$ cat config.mk
export PLATFORM = sky130hd
export DESIGN_NAME = mux2_arbiter
export DESIGN_NICKNAME = d
export VERILOG_FILES = /design/src/rtl/mux2_arbiter.sv
export SDC_FILE = /design/constraint.sdc
export NUM_CORES = 1
export LEC_CHECK = 0
export BUFFER_PORTS_ARGS = -buffer_cell sky130_fd_sc_hd__clkbuf_2
export CORE_MARGIN = 2
export CORE_UTILIZATION = 38
export CTS_CLUSTER_SIZE = 25
export DETAILED_ROUTE_END_ITERATION = 6
export PLACE_DENSITY = 0.69
export SETUP_SLACK_MARGIN = 0.4
export SKIP_CTS_REPAIR_TIMING = 1
export SYNTH_ARGS = -nofsm -noshare
export SYNTH_HDL_FRONTEND = slang
export SYNTH_SLANG_ARGS = --single-unit
$ cat constraint.sdc
create_clock -name clk -period 1.2 [get_ports clk]
set_input_delay 0.12 -clock clk [delete_from_list [all_inputs] [get_ports clk]]
set_output_delay 0.12 -clock clk [all_outputs]
set_load 0.02 [all_outputs]
$ cat src/rtl/mux2_arbiter.sv
// Round-robin arbiter for two requesters sharing a 2:1 mux, feeding a
// registered output word with a valid/ready handshake and a transfer counter.
module mux2_arbiter #(
  parameter int WIDTH = 4,
  parameter int CNT_W = 8
) (
  input  logic             clk,
  input  logic             reset,
  input  logic             req1,
  input  logic [WIDTH-1:0] in1,
  output logic             ack1,
  input  logic             req2,
  input  logic [WIDTH-1:0] in2,
  output logic             ack2,
  output logic             sel,
  output logic [WIDTH-1:0] out,
  output logic             out_valid,
  input  logic             out_ready,
  output logic             busy,
  output logic [CNT_W-1:0] xfer_cnt
);

  // Handshake: a word transfers on a rising edge where out_valid && out_ready;
  // out_valid, out and sel stay stable until then. Requests are sampled only
  // in IDLE. A requester holds req until its one-cycle ack.
  typedef enum logic {IDLE = 1'b0, SEND = 1'b1} state_t;

  state_t state;
  logic   last;   // 0: requester 1 granted last, 1: requester 2

  always_ff @(posedge clk or posedge reset) begin
    if (reset) begin
      state     <= IDLE;
      last      <= 1'b1;
      sel       <= 1'b0;
      out       <= '0;
      out_valid <= 1'b0;
      ack1      <= 1'b0;
      ack2      <= 1'b0;
      xfer_cnt  <= '0;
    end else begin
      ack1 <= 1'b0;
      ack2 <= 1'b0;
      case (state)
        IDLE: begin
          // On a tie, requester 1 wins only when requester 2 went last.
          if (req1 && (!req2 || last)) begin
            sel       <= 1'b0;
            out       <= in1;
            out_valid <= 1'b1;
            ack1      <= 1'b1;
            last      <= 1'b0;
            state     <= SEND;
          end else if (req2) begin
            sel       <= 1'b1;
            out       <= in2;
            out_valid <= 1'b1;
            ack2      <= 1'b1;
            last      <= 1'b1;
            state     <= SEND;
          end
        end
        SEND: begin
          if (out_ready) begin
            out_valid <= 1'b0;
            xfer_cnt  <= xfer_cnt + CNT_W'(1);
            state     <= IDLE;
          end
        end
        default: state <= IDLE;
      endcase
    end
  end

  assign busy = (state == SEND);

endmodule

==> results.tsv <==
metric	value	unit
globalRouteOverflowTotal	0	
cap_violations	0	
cts.clk_slew.worst_paths	0.10	ns
worstMarginPinSlew	0.417	ns
fillers	170	
finalHoldViolCount	9	
path_max_fanout	6	
io_buffer_count	29	
yosysMostFrequentCell	dfrtp_1	
setup_viol	0	
wl_met2	844	um
final_core_util	0.624	
fin_crit_sh	0.902	
antenna_found_initial	0	
synth_flop_cell	dfrtp_1	
ir_worst_vdd	1.02	mV
slew_violations	0	
grt_pass1_vias	589	
drc	0	
rows	16	
place_congestion	0.757	
num_vias	671	
clockBufferDepth	2	
ys_seq_area_frac	0.574	
grt_start_max_net_pins	12	
insertedDiodeCount	0	
synth_area_per_cell	10.8	sq um
fin_ws	0.118	ns
top_layer	met4	
crit_family	flip-flops	
crit_chain	nand2b_4 > nand2_2 > o22a_1	
ys_ff_latch	18	
path_buf_inv	0	
violations	hold timing	
synth.net_count	87	
crit_type	reg -> reg	
dpl_cell_area	982	sq um
syn_area	787	sq um
synth_edf_count	0	
yosysUniqueCellTypes	25	
cts.sinks	18	
async_flop_share	1.00	
slowest_stage	dfstp_2	
area_growth	55.6	%
power_density	2300	nW/um^2
worstSetupEndpointType	register	
nNetsFinal	131	
leakagePower	0.594	nW
cts-root-buf	clkbuf_4	
regArea	455	sq um
clock_latency	0.29	ns
ant_nets	0	
yosys_warnings	0	
cts_tree	yes	
min_path_type	in -> async	
synth_commonest_cells	17 x dfrtp_1, 8 x nand2_1, 7 x nor2_1	
fin_worst_skew	0.00550	ns
post-place-ws	0.112	ns
grt_pass1_wl	2560	um
worst_path_largest_cell_delay	0.56	ns
drive_above_1_share	0.526	
fmax	924	MHz
wirelength	1710	um
synth_top_area_share	0.541	
arrival	1.26	ns
die_x	49.5	um
core	1960	sq um
dp.final_hpwl	1200	um
cp.required	1.38	ns
htreeDepth	1	
via_per_inst	4.69	
syn_inst	73	
fin_crit	1.08	ns
final_area	1220	sq um
slew_headroom	0.722	
die_h	49.5	um
first_pass_iters	4	
ios	30	
rsz0062_at_grt	true	
synth_area_leaders	dfrtp_1 54%, xnor2_1 5.6%, a31oi_1 4.0%	
multi_input_area	359	sq um
status	complete, but fails checks	
wl_met1	752	um
fin_setup_tns	0	ns
wl_per_cell	12.0	um
startpoint_type	register	
wl_met3	80	um
drtIter0Drc	6	
synth_largest_area_cell	dfrtp_1	
grt_usage	0.140	
dieArea	2450	sq um
holdWs	-0.215	ns
cts-buffers-inserted	3	
initial_core_util	0.401	
[registers in the layout, summed over array words and instances, names as in the netlist]
| register | cells |
|---|---|
| last | 1 |
| ack2 | 1 |
| xfer_cnt | 8 |
| busy | 1 |
| ack1 | 1 |
| out_valid | 1 |
| out | 4 |
| sel | 1 |
[area by class of cell]
type | count | share of cell area
Clock buffer | 4 | 0.0296
Inverter | 3 | 0.00919
Multi-Input combinational cell | 50 | 0.293
Sequential cell | 18 | 0.372
Tap cell | 27 | 0.0276
Timing Repair Buffer | 41 | 0.269
[layout by cell type, fill, tap and decap left out, types with 2 or more instances in the layout]
master	synthesis	final
a21oi_1	5	5
a31oi_1	5	5
buf_4	1	12
buf_6	0	15
clkbuf_2	0	14
clkbuf_4	0	3
dfrtp_1	17	14
dfrtp_2	0	3
inv_1	3	3
nand2_1	8	6
nand2_2	0	2
nor2_1	7	6
o21ai_0	5	4
xnor2_1	5	4
xor2_1	2	2
[power by group]
group          total, mW  switching (mW)  internal [mW]
logic               1.36           0.611          0.752
clock network      0.366           0.182          0.185
registers           1.09           0.243          0.846
[metal layers]
metal,up-vias,global-route usage
met5,-,0
met3,4,0.0364
met2,19,0.221
met4,0,0.0833
met1,311,0.173
li1,337,-
[cell families after synthesis]
group	after synthesis	synth area share
simple gates	23	0.146
compound gates	18	0.141
flops	18	0.574
xor+xnor	7	0.0779
buf+inv	5	0.0302
mux	1	0.0143
fa+ha+maj	1	0.0159
[path summary, 6_finish.rpt]
kind,slack (ns),end,start,depth (start not counted)
setup reg to reg,0.12,sel,last,3
min in group clk,0.05,out[1],in2[1],3
setup / recovery,0.12,sel,last,3
max in group asynchronous,0.93,xfer_cnt[1],reset,3
hold reg to reg,0.52,last,last,2
hold / removal,-0.22,out[1],reset,2
[metrics by stage]
stage	std cells	hold slack (ns)	power, mW
after floorplan	73	0.0576	1.69
after global placement	128	0.113	1.96
after detailed placement	128	0.126	1.99
after CTS	132	-0.193	2.35
after global routing	143	-0.185	2.98
final	143	-0.215	2.82
Power figures use the tool's default switching activity.
